## src/rtl/uart_send.sv

```systemverilog
// UART transmitter: start bit, 8 data bits LSB first, optional parity, 1-2 stop bits.
// A one-byte holding register lets the next frame start on the edge the current one ends.
module uart_send #(
  parameter int CLKS_PER_BIT = 868,
  parameter int PARITY_EN    = 0,
  parameter int PARITY_ODD   = 0,
  parameter int STOP_BITS    = 1
) (
  input  logic       clk,
  input  logic       reset,
  input  logic [7:0] dat,
  input  logic       dat_en,
  output logic       tx,
  output logic       busy,
  output logic       active,
  output logic       done,
  output logic       ovf
);

  localparam int            CW        = $clog2(CLKS_PER_BIT);
  localparam logic [CW-1:0] BIT_LOAD  = CW'(CLKS_PER_BIT - 1);
  localparam logic          STOP_LAST = 1'(STOP_BITS - 1);
  localparam logic          PAR_ODD   = 1'(PARITY_ODD);

  typedef enum logic [2:0] {IDLE, START, DATA, PARITY, STOP} state_t;

  state_t        state_q, state_d;
  logic [CW-1:0] cnt_q, cnt_d;
  logic [2:0]    idx_q, idx_d;
  logic          stop_q, stop_d;
  logic [7:0]    shift_q, shift_d;
  logic          par_q, par_d;
  logic [7:0]    hold_q, hold_d;
  logic          busy_q, busy_d;
  logic          tx_q, tx_d;
  logic          done_q, done_d;
  logic          ovf_q, ovf_d;
  logic          bit_end, last_end;

  assign bit_end = (cnt_q == '0);

  always_ff @(posedge clk) begin
    if (!reset) begin
      state_q <= IDLE;
      cnt_q   <= '0;
      idx_q   <= '0;
      stop_q  <= 1'b0;
      shift_q <= '0;
      par_q   <= 1'b0;
      hold_q  <= '0;
      busy_q  <= 1'b0;
      tx_q    <= 1'b1;
      done_q  <= 1'b0;
      ovf_q   <= 1'b0;
    end else begin
      state_q <= state_d;
      cnt_q   <= cnt_d;
      idx_q   <= idx_d;
      stop_q  <= stop_d;
      shift_q <= shift_d;
      par_q   <= par_d;
      hold_q  <= hold_d;
      busy_q  <= busy_d;
      tx_q    <= tx_d;
      done_q  <= done_d;
      ovf_q   <= ovf_d;
    end
  end

  always_comb begin
    state_d  = state_q;
    idx_d    = idx_q;
    stop_d   = stop_q;
    shift_d  = shift_q;
    par_d    = par_q;
    hold_d   = hold_q;
    busy_d   = busy_q;
    done_d   = 1'b0;
    ovf_d    = 1'b0;
    last_end = 1'b0;
    // Timer reloads at every bit boundary and sits loaded while idle.
    cnt_d    = (bit_end || state_q == IDLE) ? BIT_LOAD : cnt_q - CW'(1);
    case (state_q)
      IDLE: begin
        if (dat_en) begin
          state_d = START;
          shift_d = dat;
          par_d   = ^dat ^ PAR_ODD;
        end
      end
      START: begin
        if (bit_end) begin
          state_d = DATA;
          idx_d   = '0;
        end
      end
      DATA: begin
        if (bit_end) begin
          shift_d = {1'b0, shift_q[7:1]};
          idx_d   = idx_q + 3'd1;
          if (idx_q == 3'd7) begin
            state_d = (PARITY_EN != 0) ? PARITY : STOP;
            stop_d  = 1'b0;
          end
        end
      end
      PARITY: begin
        if (bit_end) begin
          state_d = STOP;
          stop_d  = 1'b0;
        end
      end
      STOP: begin
        if (bit_end) begin
          if (stop_q == STOP_LAST) begin
            last_end = 1'b1;
            done_d   = 1'b1;
            if (busy_q) begin
              state_d = START;
              shift_d = hold_q;
              par_d   = ^hold_q ^ PAR_ODD;
              busy_d  = 1'b0;
            end else if (dat_en) begin
              state_d = START;
              shift_d = dat;
              par_d   = ^dat ^ PAR_ODD;
            end else begin
              state_d = IDLE;
            end
          end else begin
            stop_d = stop_q + 1'b1;
          end
        end
      end
      default: state_d = IDLE;
    endcase

    // On a drain edge with the holding register full, the incoming byte refills it.
    if (dat_en && state_q != IDLE) begin
      if (busy_q) begin
        if (last_end) begin
          hold_d = dat;
          busy_d = 1'b1;
        end else begin
          ovf_d = 1'b1;
        end
      end else if (!last_end) begin
        hold_d = dat;
        busy_d = 1'b1;
      end
    end
  end

  always_comb begin
    case (state_d)
      START:   tx_d = 1'b0;
      DATA:    tx_d = shift_d[0];
      PARITY:  tx_d = par_d;
      default: tx_d = 1'b1;
    endcase
  end

  assign tx     = tx_q;
  assign busy   = busy_q;
  assign active = (state_q != IDLE);
  assign done   = done_q;
  assign ovf    = ovf_q;

endmodule

```

## config.mk

```make
export PLATFORM = sky130hd
export DESIGN_NAME = uart_send
export DESIGN_NICKNAME = d
export VERILOG_FILES = /design/src/rtl/uart_send.sv
export SDC_FILE = /design/constraint.sdc
export NUM_CORES = 1
export LEC_CHECK = 0
export CAP_MARGIN = 20
export CORE_ASPECT_RATIO = 0.9
export CORE_MARGIN = 2
export CORE_UTILIZATION = 45
export DETAILED_ROUTE_END_ITERATION = 10
export DONT_BUFFER_PORTS = 1
export MAX_ROUTING_LAYER = met4
export PLACE_DENSITY = 0.6
export SYNTH_ARGS = -nofsm -noshare
export SYNTH_HDL_FRONTEND = slang
export SYNTH_SLANG_ARGS = --single-unit
export TNS_END_PERCENT = 1
```

## constraint.sdc

```tcl
create_clock -name clk -period 2.3 [get_ports clk]
set_clock_uncertainty 0.1 [all_clocks]
set_input_delay 0.345 -clock clk [delete_from_list [all_inputs] [get_ports clk]]
set_output_delay 0.345 -clock clk [all_outputs]
set_load 0.1 [all_outputs]
```

### Yosys cells after proc, flatten, opt, wreduce, memory -nomap -nowiden

Index checks and enable logic that the tools add are counted.

| storage, ports and cells | value |
|---|---|
| input bits | 11 |
| bits in read-only memories | 0 |
| memories kept | 0 |
| bits in registers | 38 |
| output and inout bits | 5 |
| RAM bits | 0 |
| logic and storage cells | 95 |
| latch bits | 0 |

| operators by class | value |
|---|---|
| equal/unequal tests | 16 |
| shifts and indexed selects | 0 |
| reduce and logical (&&, ||, !) cells | 16 |
| add/subtract/negate cells | 3 |
| divide/modulo/power cells | 0 |
| muxes and demuxes | 46 |
| multiply operators | 0 |
| magnitude comparators | 0 |
| bitwise gates (word level) | 1 |

Operators with widths:

| cell | number |
|---|---|
| 8-bit two-way mux | 8 |
| 3-bit two-way mux | 9 |
| 8-bit case mux with 3 select lines | 1 |
| 1-bit two-way mux | 22 |
| 8-bit XOR reduction | 2 |
| 3-bit case mux with 5 select lines | 1 |
| 2-bit inequality test (second input constant) | 7 |
| 3-bit by 2-bit == test with 1-bit output (second input constant) | 4 |
| 10-bit logical NOT | 1 |
| 10-bit two-way mux | 1 |
| 10-bit by 1-bit subtractor with 10-bit output (second input constant) | 1 |
| 3-bit AND reduction | 3 |
| 3-bit nonzero test | 3 |
| 3-bit by 1-bit == test with 1-bit output (second input constant) | 2 |
| 3-bit == test (second input constant) | 2 |
| 1-bit case mux with 3 select lines | 2 |
| 3-bit case mux with 2 select lines | 1 |
| 5-bit AND reduction | 1 |
| 4-bit AND reduction | 1 |
| 3-bit by 1-bit adder with 3-bit output (second input constant) | 1 |
| 3-bit logical NOT | 1 |
| 2-bit by 1-bit inequality test with 1-bit output (second input constant) | 1 |
| 1-bit case mux with 2 select lines | 1 |
| 2-bit nonzero test | 1 |
| 5 further kinds | 5 |

### Depth between registers and ports, before layout

Gate-level depths: netlist (run 1).

| depth | value |
|---|---|
| depth after elaboration | 7 |
| gate-level depth with buffers | 9 |

### Least setup slack after synthesis (run 1)

Ideal clock, no wire load.

| timing | value |
|---|---|
| path type | reg-to-reg |
| start point | register busy_q, in the netlist busy |
| end point | register hold_q[0] |
| path buffers | 0 |
| path slack | -290 ps |
| stages on the path, launching flop included | 6 |
| library setup time | 116 ps |
| arrival | 2374 ps |
| path through | dfxtp_1 inv_1 or4_4 o211ai_4 mux2i_1 nor2b_1 |

| on the way | value |
|---|---|
| word-level cells in the longest chain between the ends | 2 |
| elaborated cells on any way between the ends | 4 |
| those cells by class | 2 x eq/ne; 1 x mux; 1 x reduce/logical |

RTL lines:

| element | RTL line | text |
|---|---|---|
| from (decl) | 34 | `logic busy_q, busy_d;` |
| from (signal assigned) | 63 | `busy_q <= busy_d;` |
| 2-bit by 1-bit inequality test with 1-bit output (no source line) or 2-bit inequality test (tied branches) | -- |  |
| 3-bit AND reduction (no source line) | -- |  |
| to (signal assigned) | 62 | `hold_q <= hold_d;` |
| to (decl) | 33 | `logic [7:0] hold_q, hold_d;` |

Several ways; a longest one is shown, not always the timed one.
A chain may end at the register's enable or synchronous reset.

### Final worst setup path (run 1)

| timing | value |
|---|---|
| start point | register cnt_q[0] |
| end point | register shift_q[7] |

| on the way | value |
|---|---|
| word-level cells in the longest chain between the ends | 3 |
| elaborated cells on any way between the ends | 4 |
| those cells by class | 2 x eq/ne; 2 x reduce/logical |

RTL lines:

| element | RTL line | text |
|---|---|---|
| from (decl) | 28 | `logic [CW-1:0] cnt_q, cnt_d;` |
| from (signal assigned) | 57 | `cnt_q <= cnt_d;` |
| 10-bit logical NOT * | 40 | `assign bit_end = (cnt_q == '0);` |
| 2-bit inequality test (no source line) | -- |  |
| 4-bit AND reduction (no source line) * | -- |  |
| to (signal assigned) | 60 | `shift_q <= shift_d;` |
| to (decl) | 31 | `logic [7:0] shift_q, shift_d;` |

Every way passes the cells marked *; elsewhere a longest branch is shown, timed or not.

==> run summary, run 1 <==
Via-per-instance ratio - 5.49
Synth cell types - 46
Tot GR Track Use - 0.210
PortBufs - 0
Root Buffer - clkbuf_8
Initial antenna violation count - 0
GP Congestion - 0.828
Post-synthesis cell area - 2030 µm²
Fin worst setup slack - 0.0924 ns
Post-CTS Resized - 2
# setup viols final - 0
Crit path DAT - 2.29 ns
WS Path Type - flip-flop to flip-flop
Reg2reg setup slack - 0.09 ns
DR WL met2 - 1950 µm
Initial core utilization - 0.462
TritonCTS clock tree - yes
Row count - 23
Max_slew headroom - 0.670
VDD IR max - 0.000437 V
Most common library cell in the layout ignoring fill and taps - dfxtp_1
WP data required - 2.38 ns
Fin crit period - 2.21 ns
Metal3 WL - 215 µm
Status - completed
Crit. End Element - flip-flop
Final HPWL DP - 3280 µm
Area growth from synthesis to layout - 19.1%
H-tree levels - 2
Synth async-reset ratio - 0
Post-synth top flop - dfxtp_1
RSZ-0062 raised after global routing - true
Core area - 4400 µm²
Post-CTS setup buffers - 0
Die X - 74.9 µm
Mean Syn Cell Area - 9.12 µm²
Top sig layer - met4
Top delay family on crit path - simple AND/OR/NAND/NOR gates
Tightest Pin Transition - 0.494 ns
Initial drt markers - 152
Via Count - 1692
ANT nets after route - 0
Pre-CTS setup slack - -0.0459 ns
Hold_buf cts - 0
Hold Path Class - input pin to flip-flop
Syn nets - 237
Global-route wire length before repair - 7650 µm
Post-synthesis sequential area ratio - 0.364
Final core utilization - 0.550
Yosys warning total - 0
WL final - 4620 µm
Worst skew pair latency - 0.30 ns
Clock tree buffer depth - 2
Post-Synthesis Cells - 223
Largest net degree at the start of global routing - 34
Critical path buffers and inverters - 2
Max-slew violations - 0
Crit path cell chain - inv_1, ha_1, or4b_4, buf_6, or3_4, o211a_1, a31oi_1, a21boi_0
CP max FO - 7
Period utilization - 0.960
Drt wl/cell - 15.0 µm
Share of cells above drive strength 1 - 0.244
Remaining DRCs - 0
Final Hold Viols - 0
Metal1 wirelength - 2380 µm
Gr ovfl total - 0
Vias in the first global route - 1538
Clk sink count - 37
Power Total - 1.56 mW
Number of synthesized register bits - 37
Most frequent cells in the layout - dfxtp_1, buf_4, nand2_1, xnor2_1
Io pins - 16
Fmax - 453 MHz
First-pass detailed-route iteration total - 4
Critical Path Max Stage Delay - 0.52 ns
Die span in y - 67.8 µm
Post-layout nets - 259
Leak pwr - 0.927 nW
Post-synth EDFFs - 0
CTS clk-pin slew, worst paths - 0.07 ns
FILL cells - 413
Slowest cell on crit path - or4b_4
Worst Setup Start Kind - flip-flop
MaxCap Viol Count - 0
Diodes inserted - 0
PD cells - 646 nW/µm²
CTS Buf Count - 5
DIE AREA - 5070 µm²
## state kept, by name, summed over array words and instances, names as in the netlist
signal and flops:
shift_q 8, ovf 1, hold_q 8, state_q 3, busy 1, tx 1
cnt_q 10, idx_q 3, done 1, par_q 1
## where the power goes
part	internal (mW)	leakage (nW)	switching [mW]
Sequential	0.680	0.304	0.0351
Clock	0.271	0.0542	0.233
Combinational	0.163	0.569	0.181
Total	1.11	0.927	0.449
## worst reg2reg max path, cell delays in order, from the launching register on
cell,delay [ns]
dfxtp_1,0.31
inv_1,0.05
ha_1,0.15
or4b_4,0.52
buf_6,0.15
or3_4,0.37
o211a_1,0.24
a31oi_1,0.13
a21boi_0,0.09
## Yosys cell counts (all sizes together), types with 2 or more instances
library cell  instances  area, µm²
or4                   2       18.8
nor2b                14       87.6
o211ai                3       36.3
nor3b                 2       15.0
ha                    3       37.5
xnor2                17        149
a22o                  6       52.6
clkbuf                9       33.8
mux2i                 8       80.1
o21ai                 5       25.0
dfxtp                37        741
nor2                 14       52.6
nand3                 4       20.0
a31oi                 3       18.8
a21oi                 3       15.0
nand2                19       71.3
buf                   3       15.0
and2                  2       12.5
a32oi                 5       43.8
or2                   4       25.0
nor3                  6       35.0
a22oi                 6       45.0
o41ai                 2       36.3
xor2                  4       35.0
a21boi               13       97.6
inv                   8       30.0
mux2                  9        101
## cell families after synthesis
logic type	synth area share
buffers and inverters	0.0388
adder cells (fa/ha/maj)	0.0185
flip-flops	0.364
AO/OA/AOI/OAI	0.210
multiplexers	0.0892
XOR/XNOR	0.0905
AND/OR/NAND/NOR	0.189
## metrics by stage
stage	hold slack [ns]	std cells	area [µm²]	setup TNS, ns
floorplan	0.345	223	2030	0
global placement	0.364	300	2280	-0.0471
detailed placement	0.367	300	2280	-0.0802
CTS	0.0447	308	2380	0
global route	0.0687	308	2420	-0.0278
finish	0.0676	308	2420	0
## worst paths after layout
check	startpoint	end	depth (start not counted)
max	cnt_q[0]	shift_q[7]	8
min	reset	shift_q[0]	2
max reg2reg	cnt_q[0]	shift_q[7]	8
min reg2reg	shift_q[3]	shift_q[3]	2
## layout make-up
cell class,instances,area (µm²),area share
clock inverter,1,5.00,0.00207
tap,62,77.6,0.0320
sequential,37,742,0.306
inverter,8,30.0,0.0124
clock buffer,7,96.3,0.0398
multi-input combinational,166,1250,0.515
timing repair buffer,27,223,0.0920
## per-layer routing
metal / up-vias / GRT usage
met5: - / -
met4: 0 / 0.0804
met3: 8 / 0.0418
met2: 32 / 0.288
met1: 807 / 0.300
li1: 845 / -
(Power assumes the default switching activity.)
==> run 2, diff against run 1 <==
Settings changed: ABC_CLOCK_PERIOD_IN_PS set to 2300.
==> results of run 2 <==
No change in the layout: final DEF, timing and power equal those of run 1.
